`config.mk`:
```
export PLATFORM = sky130hd
export DESIGN_NAME = mem_port_arbiter
export DESIGN_NICKNAME = d
export VERILOG_FILES = /design/src/rtl/risc_mem_pkg.sv /design/src/rtl/mem_load_align.sv /design/src/rtl/mem_port_arbiter.sv
export SDC_FILE = /design/constraint.sdc
export NUM_CORES = 1
export LEC_CHECK = 0
export CAP_MARGIN = 40
export CORE_MARGIN = 4
export CORE_UTILIZATION = 39
export DETAILED_ROUTE_END_ITERATION = 8
export GPL_ROUTABILITY_DRIVEN = 0
export MAX_ROUTING_LAYER = met4
export PLACE_DENSITY = 0.84
export SLEW_MARGIN = 20
export SYNTH_ARGS = -nofsm -noshare
export SYNTH_HDL_FRONTEND = slang
export SYNTH_SLANG_ARGS = --single-unit
```
`constraint.sdc`:
```
create_clock -name clk -period 2.3 [get_ports clk]
set_clock_uncertainty 0.05 [all_clocks]
set_input_delay 0.345 -clock clk [delete_from_list [all_inputs] [get_ports clk]]
set_output_delay 0.345 -clock clk [all_outputs]
set_load 0.05 [all_outputs]
```
`src/rtl/risc_mem_pkg.sv`:
```
// Shared types and helpers for the memory port arbiter: FSM states,
// store/load size encodings and the access legality predicates.
package risc_mem_pkg;

  typedef enum logic [1:0] {
    ST_IDLE    = 2'd0,
    ST_IF_BUSY = 2'd1,
    ST_LS_BUSY = 2'd2,
    ST_RESP    = 2'd3
  } arb_state_e;

  // storeCtrl encodings
  localparam logic [1:0] SIZE_B = 2'b00;
  localparam logic [1:0] SIZE_H = 2'b01;
  localparam logic [1:0] SIZE_W = 2'b10;

  // loadCtrl encodings
  localparam logic [2:0] LD_LB  = 3'b000;
  localparam logic [2:0] LD_LH  = 3'b001;
  localparam logic [2:0] LD_LW  = 3'b010;
  localparam logic [2:0] LD_LBU = 3'b100;
  localparam logic [2:0] LD_LHU = 3'b101;

  // Halfwords need addr[0]=0, words need addr[1:0]=0; bytes are always aligned.
  function automatic logic ls_misaligned(input logic       we,
                                         input logic [1:0] store_ctrl,
                                         input logic [2:0] load_ctrl,
                                         input logic [1:0] addr_lo);
    logic mis;
    mis = 1'b0;
    if (we) begin
      case (store_ctrl)
        SIZE_H:  mis = addr_lo[0];
        SIZE_W:  mis = |addr_lo;
        default: mis = 1'b0;
      endcase
    end else begin
      case (load_ctrl)
        LD_LH, LD_LHU: mis = addr_lo[0];
        LD_LW:         mis = |addr_lo;
        default:       mis = 1'b0;
      endcase
    end
    return mis;
  endfunction

  // Size encodings with no defined meaning.
  function automatic logic ls_illegal(input logic       we,
                                      input logic [1:0] store_ctrl,
                                      input logic [2:0] load_ctrl);
    logic ill;
    if (we) begin
      ill = (store_ctrl == 2'b11);
    end else begin
      case (load_ctrl)
        LD_LB, LD_LH, LD_LW, LD_LBU, LD_LHU: ill = 1'b0;
        default:                             ill = 1'b1;
      endcase
    end
    return ill;
  endfunction

endpackage

```
`src/rtl/mem_load_align.sv`:
```
// Selects the addressed byte/halfword lane of a read word and extends it
// to 32 bits according to the load size.
module mem_load_align
  import risc_mem_pkg::*;
(
  input  logic [31:0] rdata,
  input  logic [1:0]  addr,
  input  logic [2:0]  loadCtrl,
  output logic [31:0] ext_data
);

  logic [31:0] lane;

  // Shift the addressed lane down to bit 0, then extend by load size.
  always_comb begin
    lane     = rdata >> {addr, 3'b000};
    ext_data = 32'h0;
    case (loadCtrl)
      LD_LB:   ext_data = {{24{lane[7]}}, lane[7:0]};
      LD_LH:   ext_data = {{16{lane[15]}}, lane[15:0]};
      LD_LW:   ext_data = rdata;
      LD_LBU:  ext_data = {24'h0, lane[7:0]};
      LD_LHU:  ext_data = {16'h0, lane[15:0]};
      default: ext_data = 32'h0;
    endcase
  end

endmodule

```
`src/rtl/mem_port_arbiter.sv`:
```
// Shares one memory port between instruction fetch and load/store. One
// registered transaction at a time; load/store has priority except that a
// run of MAX_LS_RUN consecutive LS grants with fetch waiting yields to fetch.
module mem_port_arbiter
  import risc_mem_pkg::*;
#(
  parameter int ADDR_WIDTH = 32,
  parameter int MAX_LS_RUN = 4
) (
  input  logic                  clk,
  input  logic                  rst,
  input  logic                  if_req,
  input  logic [ADDR_WIDTH-1:0] if_addr,
  output logic [31:0]           if_rdata,
  output logic                  if_ack,
  input  logic                  ls_req,
  input  logic                  ls_we,
  input  logic [ADDR_WIDTH-1:0] ls_addr,
  input  logic [31:0]           ls_wdata,
  input  logic [1:0]            ls_storeCtrl,
  input  logic [2:0]            ls_loadCtrl,
  output logic [31:0]           ls_rdata,
  output logic                  ls_ack,
  output logic                  ls_err,
  output logic                  mem_req,
  output logic                  mem_we,
  output logic [ADDR_WIDTH-1:0] mem_addr,
  output logic [31:0]           mem_wdata,
  output logic [3:0]            mem_be,
  input  logic [31:0]           mem_rdata,
  input  logic                  mem_ready
);

  localparam logic [3:0] MAX_RUN = 4'(MAX_LS_RUN);

  arb_state_e            state_q;
  logic [3:0]            run_cnt_q;
  logic                  mem_req_q, mem_we_q;
  logic [ADDR_WIDTH-1:0] mem_addr_q;
  logic [31:0]           mem_wdata_q;
  logic [3:0]            mem_be_q;
  logic [31:0]           if_rdata_q, ls_rdata_q;
  logic                  if_ack_q, ls_ack_q, ls_err_q;

  logic        grant_ls, ls_bad;
  logic [3:0]  st_be_d;
  logic [31:0] st_wdata_d;
  logic [31:0] ld_data;

  // ls_addr/ls_loadCtrl are held stable until ack, so align straight from them.
  mem_load_align u_align (
    .rdata    (mem_rdata),
    .addr     (ls_addr[1:0]),
    .loadCtrl (ls_loadCtrl),
    .ext_data (ld_data)
  );

  // Grant decision, error detection and store lane formatting.
  always_comb begin
    grant_ls   = ls_req && !(if_req && (run_cnt_q == MAX_RUN));
    ls_bad     = ls_misaligned(ls_we, ls_storeCtrl, ls_loadCtrl, ls_addr[1:0]) ||
                 ls_illegal(ls_we, ls_storeCtrl, ls_loadCtrl);
    st_be_d    = 4'b0000;
    st_wdata_d = ls_wdata;
    case (ls_storeCtrl)
      SIZE_B: begin
        st_be_d    = 4'b0001 << ls_addr[1:0];
        st_wdata_d = {4{ls_wdata[7:0]}};
      end
      SIZE_H: begin
        st_be_d    = ls_addr[1] ? 4'b1100 : 4'b0011;
        st_wdata_d = {2{ls_wdata[15:0]}};
      end
      SIZE_W: begin
        st_be_d    = 4'b1111;
        st_wdata_d = ls_wdata;
      end
      default: begin
        st_be_d    = 4'b0000;
        st_wdata_d = ls_wdata;
      end
    endcase
  end

  // Arbitration FSM with all outputs registered; acks are one-cycle pulses.
  always_ff @(posedge clk) begin
    if (rst) begin
      state_q     <= ST_IDLE;
      run_cnt_q   <= 4'd0;
      mem_req_q   <= 1'b0;
      mem_we_q    <= 1'b0;
      mem_addr_q  <= '0;
      mem_wdata_q <= 32'h0;
      mem_be_q    <= 4'b0000;
      if_rdata_q  <= 32'h0;
      ls_rdata_q  <= 32'h0;
      if_ack_q    <= 1'b0;
      ls_ack_q    <= 1'b0;
      ls_err_q    <= 1'b0;
    end else begin
      if_ack_q <= 1'b0;
      ls_ack_q <= 1'b0;
      ls_err_q <= 1'b0;
      case (state_q)
        ST_IDLE: begin
          if (grant_ls) begin
            run_cnt_q <= if_req ? 4'(run_cnt_q + 4'd1) : 4'd0;
            if (ls_bad) begin
              ls_ack_q   <= 1'b1;
              ls_err_q   <= 1'b1;
              ls_rdata_q <= 32'h0;
              state_q    <= ST_RESP;
            end else begin
              mem_req_q  <= 1'b1;
              mem_we_q   <= ls_we;
              mem_addr_q <= {ls_addr[ADDR_WIDTH-1:2], 2'b00};
              mem_be_q   <= ls_we ? st_be_d : 4'b0000;
              if (ls_we) mem_wdata_q <= st_wdata_d;
              state_q    <= ST_LS_BUSY;
            end
          end else if (if_req) begin
            run_cnt_q  <= 4'd0;
            mem_req_q  <= 1'b1;
            mem_we_q   <= 1'b0;
            mem_addr_q <= {if_addr[ADDR_WIDTH-1:2], 2'b00};
            mem_be_q   <= 4'b0000;
            state_q    <= ST_IF_BUSY;
          end
        end
        ST_IF_BUSY: begin
          if (mem_ready) begin
            mem_req_q  <= 1'b0;
            if_rdata_q <= mem_rdata;
            if_ack_q   <= 1'b1;
            state_q    <= ST_RESP;
          end
        end
        ST_LS_BUSY: begin
          if (mem_ready) begin
            mem_req_q  <= 1'b0;
            ls_rdata_q <= ld_data;
            ls_ack_q   <= 1'b1;
            state_q    <= ST_RESP;
          end
        end
        default: state_q <= ST_IDLE;
      endcase
    end
  end

  assign if_rdata  = if_rdata_q;
  assign if_ack    = if_ack_q;
  assign ls_rdata  = ls_rdata_q;
  assign ls_ack    = ls_ack_q;
  assign ls_err    = ls_err_q;
  assign mem_req   = mem_req_q;
  assign mem_we    = mem_we_q;
  assign mem_addr  = mem_addr_q;
  assign mem_wdata = mem_wdata_q;
  assign mem_be    = mem_be_q;

endmodule

```
* Yosys cells after proc, flatten, opt, wreduce, memory -nomap -nowiden
Cells that the tools add are included.
** Storage, ports and cells
- Output and inout port bits :: 137
- Input bits :: 139
- Bits in registers :: 143
** Cells by class
- Bitwise gates (word level) :: 3
- Shift-type cells :: 2
- Equal/unequal tests :: 17
- Reduce and logical (&&, ||, !) cells :: 23
- Multiplexer cells :: 39
- $add $sub $neg :: 1
** Operators with widths (count)
- 32-bit 2-to-1 mux :: 6
- 32-bit case mux with 5 select lines :: 1
- 32-bit case mux with 2 select lines :: 2
- 32-bit by 5-bit >> shifter with 16-bit output :: 1
- 4-bit 2-to-1 mux :: 7
- 1-bit 2-to-1 mux :: 14
- 4-bit case mux with 3 select lines :: 1
- 4-bit AND reduction :: 3
- 2-bit OR reduction :: 5
- 2-bit inequality test (second input constant) :: 4
- 1-bit case mux with 2 select lines :: 4
- 2-bit equality test (second input constant) :: 3
- 3-bit equality test (second input constant) :: 2
- 2-bit 2-to-1 mux :: 3
- 3-bit inequality test (second input constant) :: 2
- 2-bit AND reduction :: 3
- 2-bit nonzero test :: 3
- 5-bit OR reduction :: 1
- 4-bit by 1-bit adder with 4-bit output (second input constant) :: 1
- 2-bit by 1-bit equality test with 1-bit output (second input constant) :: 2
- 4-bit by 3-bit equality test with 1-bit output (second input constant) :: 1
- 2-bit logical NOT :: 2
- 2-bit case mux with 2 select lines :: 1
- 1-bit by 2-bit << shifter with 4-bit output (first input constant) :: 1
- other kinds (9) :: 12

* Logic depth before layout (Yosys ltp)
- Depth after elaboration :: 8
- Depth in mapped cells :: 10
- Mapped depth without buffers :: 7

* By module
A second synthesis with hierarchy kept.
** Second synthesis, totals
- Cells, all modules :: 771
- Area, all modules :: 6600.1 um2
** By module, submodules not included
- mem_port_arbiter :: seq. area each 2822.7 um2, cells each 657, area each 5763.0 um2, times used 1
- mem_load_align :: seq. area each 0.0 um2, cells each 114, area each 837.1 um2, times used 1

* Least setup slack after synthesis
OpenSTA, ideal clock, no wires.
- Path kind :: input to register
- Start point :: input ls_storeCtrl[1]
- End point :: register mem_wdata_q[16], in the netlist mem_wdata[16]
- Data arrival time :: 2.286 ns
- Library setup time :: 0.086 ns
- Setup slack :: -0.121 ns
- Buffers on the path :: 3
- Stages on the path :: 10
- Cell sequence :: clkbuf_1 -> inv_1 -> ha_1 -> o211ai_1 -> and3_1 -> and3_1 -> clkbuf_1 -> buf_2 -> nor2_1 -> a211oi_1
** On the way
- Cells in the longest elaborated chain, start to end :: 6
- Elaborated cells on any way between the ends :: 11
** RTL lines
- start, declared :: line mem_port_arbiter.sv:20 : input logic [1:0] ls_storeCtrl,
- 2-bit equality test or 2-bit by 1-bit equality test with 1-bit output (tied branches) :: line risc_mem_pkg.sv:32, mem_port_arbiter.sv:65
- 1-bit case mux with 2 select lines :: line risc_mem_pkg.sv:32 : case (store_ctrl)
- 1-bit 2-to-1 mux :: line risc_mem_pkg.sv:31 : if (we) begin
- 1-bit logical OR :: line mem_port_arbiter.sv:61 : ls_bad = ls_misaligned(ls_we, ls_storeCtrl, ls_loadCtrl, ls_addr[1:0]) ||
- 1-bit inverter (no line)
- 4-bit AND reduction (no line)
- end signal, assigned :: line mem_port_arbiter.sv:118 : if (ls_we) mem_wdata_q <= st_wdata_d;
- end, declared :: line mem_port_arbiter.sv:40 : logic [31:0] mem_wdata_q;
Parallel ways exist; a longest one is shown, timed or not.
A chain may end at the register's enable or synchronous reset.

* Worst setup path in the final report
- Start point :: input ls_storeCtrl[1]
- End point :: register mem_addr_q[12], in the netlist mem_addr[12]
** On the way
- Cells in the longest elaborated chain, start to end :: 6
- Elaborated cells on any way between the ends :: 9
** RTL lines
- 2-bit equality test or 2-bit by 1-bit equality test with 1-bit output (tied branches) :: line risc_mem_pkg.sv:32
- 1-bit case mux with 2 select lines :: line risc_mem_pkg.sv:32
- 1-bit 2-to-1 mux :: line risc_mem_pkg.sv:31
- 1-bit logical OR (*) :: line mem_port_arbiter.sv:61
- 2-bit inequality test (no line) (*)
- 3-bit AND reduction (no line) (*)
- end signal, assigned :: line mem_port_arbiter.sv:116 : mem_addr_q <= {ls_addr[ADDR_WIDTH-1:2], 2'b00};
- end signal, assigned :: line mem_port_arbiter.sv:125 : mem_addr_q <= {if_addr[ADDR_WIDTH-1:2], 2'b00};
- end, declared :: line mem_port_arbiter.sv:39 : logic [ADDR_WIDTH-1:0] mem_addr_q;
Every way passes the cells marked *; elsewhere a longest branch is shown, timed or not.

==> results.md <==
- The clock period minus worst slack is 2.19 ns.
- In the synthesized netlist the async set-or-reset flop fraction comes to 0%.
- The worst stage delay on the critical path is between 0.4 and 0.5 ns.
- The run finished with clean final reports.
- The x dimension of the die is around 140 microns.
- Traced cell by cell, the critical path runs through clkdlybuf4s50_1, buf_4, ha_1, o211ai_1, nand3_1, a31oi_4, buf_12, nor2_1, a311oi_1.
- For this run, design rule violations remaining after detail routing come to 0.
- During I/O placement, the number of pins put on the boundary was 276.
- The die is around 140 microns tall.
- The number of H-tree levels is 4.
- Relative to the synthesized area, the layout overhead comes to 57.1%.
- The number of warnings issued by yosys is 0.
- Max-cap violations in this run came to 0.
- The total of endpoints with negative setup slack in the final report is 0.
- After floorplanning, the core was sized to cover between 15000 and 20000 sq um.
- The portion of total power attributed to sequential cells is between 30% and 40%.
- Across the VDD grid, the largest voltage drop is approximately 0.00057 V.
- STA puts the critical path data arrival time at between 2 and 2.5 ns.
- The global-route wire length before repair is 34.4 mm.
- The first TritonRoute pass finished after 5 iterations.
- In this run switching power makes up 37.0% of total power.
- At the pin with the least slew margin, the transition time is about 0.58 ns.
- The number of antenna violations at the first check in global routing came to 0.
- The top cell types in the final layout, fill and taps aside, are sky130_fd_sc_hd__clkdlybuf4s50_1 (270), sky130_fd_sc_hd__nand2_1 (145), sky130_fd_sc_hd__dfxtp_1 (141), sky130_fd_sc_hd__nor2_1 (71), sky130_fd_sc_hd__a21oi_1 (64).
- The number of nets at the end of the flow is roughly 1200.
- Leaving out fill and tap cells, the most frequent cell in the layout is sky130_fd_sc_hd__clkdlybuf4s50_1.
- The setup path with the least slack is of type in2reg.
- The most used flip-flop cell after synthesis is sky130_fd_sc_hd__dfxtp_1.
- On the final layout, the worst hold slack is just over 0.3 ns.
- The cell area that synthesis handed to floorplanning was 6610 sq um.
- The total wire length is roughly 22 mm.
- The net switching power of the design is roughly 0.0036 W.
- The final antenna-violating net count is 0.
- In this run the worst hold path is classified as in2reg.
- The power per cell area is ~930 nW/um^2.
- STA classifies the critical path startpoint as an input port.
- Combinational logic is responsible for between 30% and 40% of the overall power.
- The final antenna diode count is 0.
- The number of setup buffers added after CTS is 0.
- The number of global-route vias before repair is 6639.
- The initial utilization of the core area, before any placement, comes to approximately two fifths.
- The number of port buffers is ~270.
- The number of buffers on the longest clock path is 2.
- Among cell families on the critical path, the largest total delay comes from buffers and inverters.
- The sequential fraction of the synthesis area is a little over two fifths.
- The proportion of power drawn by the clock network is approximately 31%.
- Cell internal power was estimated by the tool at between 0.006 and 0.007 W.
- The headroom to the max-slew limit is around 61%.
- The total global routing track utilization is a little under a quarter.
- The buffer and inverter count on the worst path is 3.
- The final number of max-transition violations is 0.
- After technology mapping, the gate count stands at 815.
- Derived from the worst setup path, the maximum achievable clock frequency is 457 MHz.
- The die covers 19100 sq um.
- The biggest fanout along the worst timing path is 30.
- STA classifies the critical path endpoint as a register.
- The analysis attributes to cell leakage a power of about 3.7 nW.
- For this design, the slowest cell found on the critical path is sky130_fd_sc_hd__clkdlybuf4s50_1.
- The root buffer cell is sky130_fd_sc_hd__clkbuf_16.
- The clock net sink count is around 140.
- For the worst-skew pair, the clock arrives at the later sink with an insertion delay of slightly above 0.4 ns.
- Cells fill between 60% and 70% of the core in the end.
- The clock transition at the registers of the reported paths is 0.06 ns.
- After synthesis the netlist holds a flip-flop and latch count of approximately 140.
- In the final routed layout, each cell accounts on average for 16.6 microns.
- Setup repair after global routing left no endpoint under its margin.
- The detailed router finished its first iteration with just over 500 violations.
- The number of rows created at floorplan is 47.
- The total via count after detailed routing is about 6900.
- Cells with a size suffix above 1 make up under 10% of the layout.
- The number of synthesized flops with an enable pin is 0.
- Buffers inserted during clock tree synthesis total 17.
- The wire-length estimate of the detail-placed layout is 16.3 mm.
- The mean post-synth cell area is about 8 sq um.
- The largest net degree at the start of global routing is 63.
- The worst endpoint required time is approximately 2.6 ns.
- TritonCTS built the clock tree.
- The number of failing hold endpoints at the final stage is 0.
- In this run, distinct cell masters in the synthesized netlist total between 50 and 60.
- The routed via count divided by cell count is approximately 5.3.
- After layout, the worst path uses between 90% and 100% of the clock period.
- The global-route congestion overflow total is 0.
-- path summary, 6_finish.rpt --
path              depth (start not counted)  slack, ns                 startpoint                        end
hold reg to reg                           2       0.40  if_rdata[24]$_SDFFE_PP0P_  if_rdata[24]$_SDFFE_PP0P_
setup / recovery                          9       0.11            ls_storeCtrl[1]  mem_addr[12]$_SDFFE_PP0P_
hold / removal                            2       0.31                        rst          ls_err$_SDFF_PP0_
setup reg to reg                          8       0.26  run_cnt_q[0]$_SDFFE_PP0P_  mem_addr[12]$_SDFFE_PP0P_
-- routing by layer --
metal / vias up / routed length (microns) / global-route usage [%]
li1: 3410 / - / -
met1: 3154 / 9010 / 26.3
met2: 287 / 10600 / 38.0
met3: 53 / 1540 / 5.39
met4: 0 / 652 / 8.63
met5: - / 0 / -
-- kinds of logic after synthesis --
group / Yosys count / share of synthesized area, %
buffers and inverters: 79 / 5.43
and+or+nand+nor: 323 / 22.3
other: 1 / 0.0568
muxes: 19 / 3.07
AOI/OAI and AO/OA: 242 / 24.5
adders and majority gates: 10 / 1.89
DFF: 141 / 42.7
-- power groups by stage --
stage          registers, W  clock network, W  logic [W]
2_1_floorplan       0.00421                 0    0.00118
3_3_place_gp        0.00303                 0    0.00364
3_5_place_dp        0.00304                 0    0.00368
4_1_cts             0.00299           0.00308    0.00370
5_1_grt             0.00303           0.00319    0.00390
6_report            0.00299           0.00303    0.00369
-- per-stage QoR --
stage | worst slack, ns | TNS, ns | total power, W | area, sq um | cells
floorplan | 0.0729 | 0 | 0.00539 | 6610 | 816
global placement | -0.220 | -15.90 | 0.00667 | 9710 | 1282
detailed placement | -0.283 | -18.70 | 0.00672 | 9720 | 1283
CTS | 0.120 | 0 | 0.00977 | 10400 | 1315
global route | 0.0125 | 0 | 0.0101 | 10400 | 1315
finish | 0.113 | 0 | 0.00970 | 10400 | 1315
-- registers in the layout, indices dropped and copies added, names as in the netlist, 2 cells and up --
signal	count
run_cnt_q	4
mem_addr	30
ls_rdata	32
if_rdata	32
state_q	2
mem_be	4
mem_wdata	32
-- synth_stat cells (11+ instances only) --
cell / instances / share of area [%]
sky130_fd_sc_hd__nand3_1: 13 / 0.98
sky130_fd_sc_hd__nor2_1: 71 / 4.0
sky130_fd_sc_hd__a211oi_1: 25 / 2.8
sky130_fd_sc_hd__a22oi_1: 15 / 1.7
sky130_fd_sc_hd__nand2_1: 145 / 8.2
sky130_fd_sc_hd__o21ai_1: 16 / 1.2
sky130_fd_sc_hd__nand2b_1: 42 / 4.0
sky130_fd_sc_hd__clkbuf_1: 47 / 2.7
sky130_fd_sc_hd__buf_2: 14 / 1.1
sky130_fd_sc_hd__and2_1: 18 / 1.7
sky130_fd_sc_hd__dfxtp_1: 141 / 43
sky130_fd_sc_hd__a21oi_1: 64 / 4.8
sky130_fd_sc_hd__nor3_1: 11 / 0.83
sky130_fd_sc_hd__o21ai_0: 37 / 2.8
sky130_fd_sc_hd__a311oi_1: 31 / 4.1
sky130_fd_sc_hd__o211ai_1: 24 / 2.7
-- timing repair --
item                       in CTS  in global routing
hold buffers                    0                  0
setup endpoints to repair       0                  1
resized for setup               0                  1
-- final cells by class --
type | instances | area [sq um]
inverters | 8 | 30.0
multi-input cells | 596 | 3430
flip-flops and latches | 141 | 2820
fillers | 1448 | 6210
clock inverters | 14 | 215
well taps | 220 | 275
repair buffers | 318 | 3160
clock buffers | 18 | 439
(Power assumes the default switching activity.)
